===== config.mk =====
export PLATFORM = sky130hd
export DESIGN_NAME = neuron_beat_feeder
export DESIGN_NICKNAME = d
export VERILOG_FILES = /design/src/rtl/bnn_pkg.sv /design/src/rtl/act_beat_buffer.sv /design/src/rtl/neuron_beat_feeder.sv
export SDC_FILE = /design/constraint.sdc
export NUM_CORES = 1
export LEC_CHECK = 0
export BUFFER_PORTS_ARGS = -buffer_cell sky130_fd_sc_hd__buf_2
export CAP_MARGIN = 20
export CELL_PAD_IN_SITES_DETAIL_PLACEMENT = 1
export CELL_PAD_IN_SITES_GLOBAL_PLACEMENT = 1
export CORE_ASPECT_RATIO = 0.75
export CORE_MARGIN = 4
export CORE_UTILIZATION = 43
export CTS_BUF_LIST = sky130_fd_sc_hd__clkbuf_2 sky130_fd_sc_hd__clkbuf_4 sky130_fd_sc_hd__clkbuf_8
export DETAILED_ROUTE_END_ITERATION = 8
export GPL_TIMING_DRIVEN = 0
export PLACE_DENSITY = 0.85
export SLEW_MARGIN = 20
export SYNTH_ARGS = -nofsm -noshare
export SYNTH_HDL_FRONTEND = slang
export SYNTH_HIERARCHICAL = 1
export SYNTH_SLANG_ARGS = --single-unit

===== constraint.sdc =====
create_clock -name clk -period 1.99 [get_ports clk]
set_input_delay 0.398 -clock clk [delete_from_list [all_inputs] [get_ports clk]]
set_output_delay 0.398 -clock clk [all_outputs]
set_load 0.1 [all_outputs]

===== src/rtl/bnn_pkg.sv =====
// Shared definitions for the binary-neuron datapath: feeder FSM states,
// default beat/threshold widths shared with the neuron, and an address-width
// helper that never returns zero.
package bnn_pkg;

   localparam int BNN_PW       = 8;
   localparam int BNN_THRESH_W = 16;

   typedef enum logic [1:0] {
      IDLE  = 2'd0,
      RUN   = 2'd1,
      DRAIN = 2'd2
   } feeder_state_t;

   // $clog2 with a floor of 1 so that degenerate sizes still get a real port.
   function automatic int clog2_min1(input int n);
      return (n <= 2) ? 1 : $clog2(n);
   endfunction

endpackage


===== src/rtl/act_beat_buffer.sv =====
// Purpose : DEPTH x PW activation register file, gated write, async read.
// Latency : write visible the cycle after wr_en; read is combinational.
// Backpressure: none; writer gates wr_en itself (feeder blocks writes mid-pass).
// Ports: clk; wr_en/wr_addr/wr_data write port; rd_addr -> rd_data read port.
// Contents are deliberately not reset.
module act_beat_buffer
   import bnn_pkg::*;
#(
   parameter int PW    = BNN_PW,
   parameter int DEPTH = 4,
   parameter int AW    = clog2_min1(DEPTH)
) (
   input  logic          clk,
   input  logic          wr_en,
   input  logic [AW-1:0] wr_addr,
   input  logic [PW-1:0] wr_data,
   input  logic [AW-1:0] rd_addr,
   output logic [PW-1:0] rd_data
);

   logic [PW-1:0] mem_q [DEPTH];

   // Out-of-range addresses (non power-of-two DEPTH) are dropped.
   always_ff @(posedge clk) begin
      if (wr_en && (32'(wr_addr) < DEPTH)) begin
         mem_q[wr_addr] <= wr_data;
      end
   end

   assign rd_data = mem_q[rd_addr];

endmodule


===== src/rtl/neuron_beat_feeder.sv =====
// Purpose : sequence one activation vector against NUM_NEURONS weight rows,
//           emitting IN_BEATS {x, w} beats per neuron plus its threshold.
// Latency : 1 cycle from memory read issue to beat on valid_out.
// Backpressure: pause stalls read issue; beats already issued still emerge,
//           leaving valid_out=0 gaps.
// Ports: clk/rst (async, active-high); act_wr_* loads the activation buffer
//        (ignored while busy); start/pause control; w_rd_*/t_rd_* drive the
//        external weight/threshold memories (1-cycle read latency);
//        x/w/threshold/valid_out/last form the beat stream; busy/done status.
// Optional: NEURON_FEEDER_PERF_CNT_EN adds cycle_cnt (busy cycles per pass).
module neuron_beat_feeder
   import bnn_pkg::*;
#(
   parameter int PW          = BNN_PW,
   parameter int THRESH_W    = BNN_THRESH_W,
   parameter int IN_BEATS    = 4,
   parameter int NUM_NEURONS = 3,
   parameter int WADDR_W     = clog2_min1(IN_BEATS * NUM_NEURONS),
   parameter int TADDR_W     = clog2_min1(NUM_NEURONS),
   parameter int AADDR_W     = clog2_min1(IN_BEATS)
) (
   input  logic                clk,
   input  logic                rst,
   input  logic                act_wr_en,
   input  logic [AADDR_W-1:0]  act_wr_addr,
   input  logic [PW-1:0]       act_wr_data,
   input  logic                start,
   input  logic                pause,
   output logic                w_rd_en,
   output logic [WADDR_W-1:0]  w_rd_addr,
   input  logic [PW-1:0]       w_rd_data,
   output logic                t_rd_en,
   output logic [TADDR_W-1:0]  t_rd_addr,
   input  logic [THRESH_W-1:0] t_rd_data,
   output logic [PW-1:0]       x,
   output logic [PW-1:0]       w,
   output logic [THRESH_W-1:0] threshold,
   output logic                valid_out,
   output logic                last,
   output logic                busy,
   output logic                done
`ifdef NEURON_FEEDER_PERF_CNT_EN
   ,
   output logic [31:0]         cycle_cnt
`endif
);

   feeder_state_t       state_q, state_d;
   logic [AADDR_W-1:0]  beat_q, beat_d;
   logic [TADDR_W-1:0]  neuron_q, neuron_d;
   logic                busy_q, busy_d;
   logic                done_q, done_d;
   logic [PW-1:0]       x_q, x_d;
   logic                valid_q, valid_d;
   logic                last_q, last_d;
   logic [THRESH_W-1:0] thr_hold_q, thr_hold_d;

   logic                issue;
   logic                beat_last;
   logic                neuron_last;
   logic                start_ok;
   logic [PW-1:0]       buf_rd_data;

   assign beat_last   = (beat_q == AADDR_W'(IN_BEATS - 1));
   assign neuron_last = (neuron_q == TADDR_W'(NUM_NEURONS - 1));
   assign start_ok    = (state_q == IDLE) && start;

   // Buffer is frozen for the whole pass; an IDLE write coinciding with
   // start lands before the first read.
   act_beat_buffer #(
      .PW    (PW),
      .DEPTH (IN_BEATS),
      .AW    (AADDR_W)
   ) u_act_buf (
      .clk     (clk),
      .wr_en   (act_wr_en && (state_q == IDLE)),
      .wr_addr (act_wr_addr),
      .wr_data (act_wr_data),
      .rd_addr (beat_q),
      .rd_data (buf_rd_data)
   );

   always_comb begin
      state_d  = state_q;
      beat_d   = beat_q;
      neuron_d = neuron_q;
      busy_d   = busy_q;
      done_d   = 1'b0;
      issue    = 1'b0;
      unique case (state_q)
         IDLE: begin
            if (start) begin
               state_d  = RUN;
               busy_d   = 1'b1;
               beat_d   = '0;
               neuron_d = '0;
            end
         end
         RUN: begin
            if (!pause) begin
               issue = 1'b1;
               if (beat_last) begin
                  beat_d = '0;
                  // Counters return to 0 after the final issue so the
                  // address never reaches IN_BEATS*NUM_NEURONS.
                  if (neuron_last) begin
                     neuron_d = '0;
                     state_d  = DRAIN;
                  end else begin
                     neuron_d = neuron_q + TADDR_W'(1);
                  end
               end else begin
                  beat_d = beat_q + AADDR_W'(1);
               end
            end
         end
         DRAIN: begin
            // Final weight word is on the bus this cycle.
            state_d = IDLE;
            busy_d  = 1'b0;
            done_d  = 1'b1;
         end
         default: state_d = IDLE;
      endcase

      x_d        = issue ? buf_rd_data : x_q;
      valid_d    = issue;
      last_d     = issue && beat_last;
      thr_hold_d = last_q ? t_rd_data : thr_hold_q;
   end

   always_ff @(posedge clk or posedge rst) begin
      if (rst) begin
         state_q    <= IDLE;
         beat_q     <= '0;
         neuron_q   <= '0;
         busy_q     <= 1'b0;
         done_q     <= 1'b0;
         x_q        <= '0;
         valid_q    <= 1'b0;
         last_q     <= 1'b0;
         thr_hold_q <= '0;
      end else begin
         state_q    <= state_d;
         beat_q     <= beat_d;
         neuron_q   <= neuron_d;
         busy_q     <= busy_d;
         done_q     <= done_d;
         x_q        <= x_d;
         valid_q    <= valid_d;
         last_q     <= last_d;
         thr_hold_q <= thr_hold_d;
      end
   end

   assign w_rd_en   = issue;
   assign w_rd_addr = WADDR_W'(neuron_q) * WADDR_W'(IN_BEATS) + WADDR_W'(beat_q);
   assign t_rd_en   = issue && beat_last;
   assign t_rd_addr = neuron_q;

   assign x         = x_q;
   assign w         = w_rd_data;
   // Threshold arrives with the last beat; bypass it that cycle, hold after.
   assign threshold = last_q ? t_rd_data : thr_hold_q;
   assign valid_out = valid_q;
   assign last      = last_q;
   assign busy      = busy_q;
   assign done      = done_q;

`ifdef NEURON_FEEDER_PERF_CNT_EN
   logic [31:0] cycle_cnt_q, cycle_cnt_d;

   always_comb begin
      cycle_cnt_d = cycle_cnt_q;
      if (start_ok) begin
         cycle_cnt_d = '0;
      end else if (busy_q) begin
         cycle_cnt_d = cycle_cnt_q + 32'd1;
      end
   end

   always_ff @(posedge clk or posedge rst) begin
      if (rst) begin
         cycle_cnt_q <= '0;
      end else begin
         cycle_cnt_q <= cycle_cnt_d;
      end
   end

   assign cycle_cnt = cycle_cnt_q;
`else
   logic unused_start_ok;
   assign unused_start_ok = start_ok;
`endif

endmodule


---- Yosys cells after proc, flatten, opt, wreduce, memory -nomap -nowiden ----
Memory sizes are Yosys's and may differ from the RTL's. A register that Yosys moved wholly into a read port is not among the register bits.
Index checks and enable logic that the tools add are counted.
cells by class
  add/sub/neg operators ................... 3
  equal/unequal tests ..................... 8
  multiplexer cells ....................... 21
  reduce and logical (&&, ||, !) cells .... 9
operators with widths
  operator               number
  $mux W2                10
  $mux W16               1
  $pmux W2 S2            3
  $ne A2 B2 Y1 const B   4
  $reduce_and A4 Y1      2
  $eq A2 B2 Y1 const B   3
  $mux W1                6
  $add A2 B1 Y2 const B  2
  $add A4 B2 Y4          1
  $reduce_bool A2 Y1     2
  $reduce_and A3 Y1      1
  $eq A2 B1 Y1 const B   1
  $logic_and A1 B1 Y1    2
  $logic_not A2 Y1       1
  $pmux W1 S2            1
  $reduce_and A2 Y1      1
word-level totals
  register bits after elaboration ......... 26
  bits in writable memories ............... 32
  input bits .............................. 39
  word-level logic and storage cells ...... 50
  memories ................................ 1
memories
  memory           depth  bits a word  read ports  clocked after Yosys merged registers in  write ports  RTL line               source
  u_act_buf.mem_q  4      8            1           1                                        1            act_beat_buffer.sv:21  logic [PW-1:0] mem_q [DEPTH];

---- Depth between registers and ports, before layout ----
  word-level depth ........................ 5
  gate-level depth with buffers ........... 5
  depth with buffers taken out ............ 4

---- By module ----
Netlist, hierarchy kept.
by module, submodules not included
  module              times used  cells each  area an instance (sq um)
  neuron_beat_feeder  1           100         1,446.4
  act_beat_buffer     1           46          1,188.6

---- Worst setup path after synthesis ----
Ideal clock, no wire load.
  kind .................................... register -> output
  start ................................... reg last_q (netlist: last)
  end ..................................... out threshold[0]
  arrival time ............................ 2,006 ps
  data required time ...................... 1,592 ps
  setup slack ............................. -414 ps
  cell stages (with the launch flop) ...... 4
  cells stage by stage .................... dfrtp_1 buf_2 buf_2 mux2_2
on the way
  word-level cells in the longest chain between the ends .. 1
RTL lines
  element                 RTL line                   source
  start, declared         neuron_beat_feeder.sv:55   logic last_q, last_d;
  start signal, assigned  neuron_beat_feeder.sv:151  last_q <= last_d;
  $mux W16                neuron_beat_feeder.sv:164  assign threshold = last_q ? t_rd_data : thr_hold_q;
  end, declared           neuron_beat_feeder.sv:37   output logic [THRESH_W-1:0] threshold,
Every way passes these cells.

---- Final worst setup path ----
  start ................................... reg state_q[0]
  end ..................................... out t_rd_en
on the way
  word-level cells in the longest chain between the ends .. 3
RTL lines
  element                 RTL line                   source
  start, declared         neuron_beat_feeder.sv:48   feeder_state_t state_q, state_d;
  start signal, assigned  neuron_beat_feeder.sv:144  state_q <= state_d;
  $eq A2 B1 Y1            neuron_beat_feeder.sv:90   unique case (state_q)
  $mux W1                 neuron_beat_feeder.sv:90
  $logic_and A1 B1 Y1     neuron_beat_feeder.sv:158  assign t_rd_en = issue && beat_last;
  end, declared           neuron_beat_feeder.sv:32   output logic t_rd_en,
Every way passes these cells.

==> results.py <==
metrics = {
    "logic_synthesis": {
        "synth_top_family_by_area": "multiplexers",
        "yosysWarnings": 6,
        "synth-async-reset-ratio": 0.515,
        "synth_cells": 146,
        "yosysTopAreaCell": "edfxtp_1",
        "yosys.cell_types.count": 29,
        "synth_xor_xnor_area_share": 0,
        "synth_top_area_frac": 0.365,
        "synth-simple-area-share": 0.0570,
        "synth_commonest_cells": "dfrtp_1, edfxtp_1, mux2_2",
        "ys_seq_area_frac": 0.688,
        "synthAdderAreaFrac": 0.00475,
        "synth.most_common_cell": "dfrtp_1",
        "ys_ff_latch": 66,
        "synthTopCellsByArea": "edfxtp_1, dfrtp_1, mux2_2",
        "synth_compound_area_frac": 0.0256,
        "synth_edf_count": 32,
        "synth_mux_area_frac": 0.171,
        "synth_nets": 186,
        "syn_area_per_cell_um2": 18.0,
        "synthFlopType": "dfrtp_1",
        "syn_area_um2": 2640,
    },
    "job": {
        "drv_cap": 0,
    },
    "floorplan": {
        "initial_core_util": 0.448,
        "core_um2": 5890,
        "die_area_um2": 7460,
        "row_count": 24,
        "die_h_um": 75.8,
        "die_w_um": 98.4,
        "pin_count": 83,
    },
    "timing": {
        "skew_ns": 0.00561,
        "setup_slack_ns": -0.00114,
        "tightest_slew_ns": 0.716,
        "rsz0062_at_grt": "true",
        "clock.fmax_mhz": 502,
        "holdWs_ns": 0.178,
        "finalCritPeriodShare": 1.00,
        "max_slew_margin": 0.522,
        "hold_violations": 0,
        "fin_crit_ns": 1.99,
        "finalMaxSlewViolations": 0,
        "setup_viol": 1,
    },
    "critical_path": {
        "end_kind": "output pin",
        "worstPathCellList": "buf_6 > nor2b_4 > nor2b_4 > buf_8 > and2_4 > buf_12",
        "critPathMaxFanout": 5,
        "critPathLaunchType": "register",
        "r2r_cells": 2,
        "cp.arrival_ns": 1.59,
        "worstSetupPathType": "register to output pin",
        "cp_slowest_cell": "dfrtp_1",
        "cp.required_ns": 1.59,
        "cp_common_cell": "nor2b_4",
        "r2r_start": "state_q[1]",
        "max_stage_delay_ns": 0.37,
        "r2r_slack_ns": 0.18,
        "rr_endpoint": "u_act_buf/mem_q[0][6]",
    },
    "clocking": {
        "cts_tree": "built",
        "cts_buffer_depth": 2,
        "htreeDepth": 3,
        "cts_buffers": 9,
        "cts-root-buf": "clkbuf_8",
        "cts_num_sinks": 66,
        "clk_pin_slew_ns": 0.07,
        "insertion_delay_ns": 0.34,
    },
    "global_route": {
        "overflow": 0,
        "grt_start_max_net_pins": 35,
        "grt_antenna_before_repair": 0,
        "grt_pass1_vias": 1595,
        "grt_pass1_wl_mm": 8.94,
        "track_usage": 0.163,
    },
    "finish": {
        "fill_cells": 584,
        "area_growth_pct": 31.5,
        "drive_gt1_frac": 0.650,
        "antenna_cells": 0,
        "fin_nets": 278,
    },
    "placed_design": {
        "dpl.hpwl_mm": 4.08,
        "gp_congestion": 0.755,
        "port-buffer-count": 74,
    },
    "hold_path": {
        "hold_path.class": "primary input to asynchronous set/reset pin",
    },
    "drt": {
        "drt-initial-drc-count": 100,
        "ant_nets": 0,
        "vias_per_cell": 5.02,
        "detailroute.via_count": 1612,
        "drc_errors": 0,
        "first_pass_iters": 4,
        "routedWlPerCell_um": 18.6,
        "routed_wl_mm": 5.97,
    },
    "run_status": {
        "failed_checks": "negative setup slack",
        "status": "finished, violations left",
    },
}
-- metrics by stage --
stage	worst slack, ns	instance area, µm²	util	setup TNS [ns]	std cells
final	-0.00114	3460	0.589	-0.00114	321
after floorplan	-0.0310	2640	-	-0.310	146
after detailed placement	-0.0998	3110	0.529	-0.0998	298
after global placement	-0.359	3110	0.528	-2.93	298
after global routing	-0.0804	3460	0.589	-0.118	321
after CTS	-0.0244	3400	0.578	-0.0244	316
-- final cells by class --
type | instances | area [µm²] | area share
clock inverters | 3 | 15.0 | 0.00433
flip-flops and latches | 66 | 1820 | 0.525
multi-input cells | 60 | 693 | 0.200
inverters | 4 | 15.0 | 0.00433
clock buffers | 13 | 166 | 0.0480
well taps | 78 | 97.6 | 0.0282
plain buffers | 15 | 133 | 0.0383
repair buffers | 82 | 527 | 0.152
-- critical path, delay by kind of cell, from the launching register on --
family	cells	cell delay [ns]
and+or+nand+nor	3	0.47
buffers and inverters	3	0.42
DFF	1	0.37
-- state kept, by name (all words and copies together), names as in the netlist --
register         cells
t_rd_addr            2
beat_q               2
state_q              2
busy                 1
done                 1
thr_hold_q          16
valid_out            1
u_act_buf/mem_q     32
last                 1
x                    8
-- cell families after synthesis --
group / Yosys count
simple gates: 19
buf+inv: 20
flops: 66
mux: 32
fa+ha+maj: 1
compound gates: 8
-- worst max path at each step --
stage                       endpoint  cells past startpoint        from
2_1_floorplan           threshold[0]                      3        last
4_1_cts                      t_rd_en                      6  state_q[0]
6_report                     t_rd_en                      6  state_q[0]
3_5_place_dp                 t_rd_en                      6       pause
3_3_place_gp   u_act_buf/mem_q[0][0]                      2  state_q[1]
5_1_grt                      t_rd_en                      6  state_q[0]
-- placed cells by master (no fill, tap or decap), types with 2 or more instances in the layout --
| master | count |
|---|---|
| and2b_2 | 2 |
| and3b_1 | 2 |
| buf_2 | 57 |
| buf_4 | 18 |
| buf_6 | 11 |
| buf_8 | 3 |
| clkbuf_4 | 8 |
| clkbuf_8 | 11 |
| clkinv_2 | 3 |
| dfrtp_1 | 31 |
| dfrtp_2 | 2 |
| edfxtp_1 | 32 |
| inv_1 | 3 |
| mux2_2 | 24 |
| mux4_2 | 8 |
| nand3b_1 | 2 |
| nand4_1 | 2 |
| nor2_1 | 2 |
| nor2b_4 | 2 |
| nor3b_1 | 2 |
| o211ai_1 | 2 |
-- what timing repair did --
item,CTS,global route
gates cloned,0,1
hold buffers,0,0
buffers inserted,3,4
endpoints found under the setup margin,18,19
resized for setup,28,9
-- metal layers --
metal,GRT usage,part of all wire,up-vias
met2,0.257,0.48,82
met1,0.204,0.43,796
li1,-,-,727
met4,0.0500,0.0080,0
met3,0.0769,0.085,7
met5,0,0,-
Power is not shown: default switching activity piles up to over one toggle a cycle in this logic, so the estimate is an artifact.
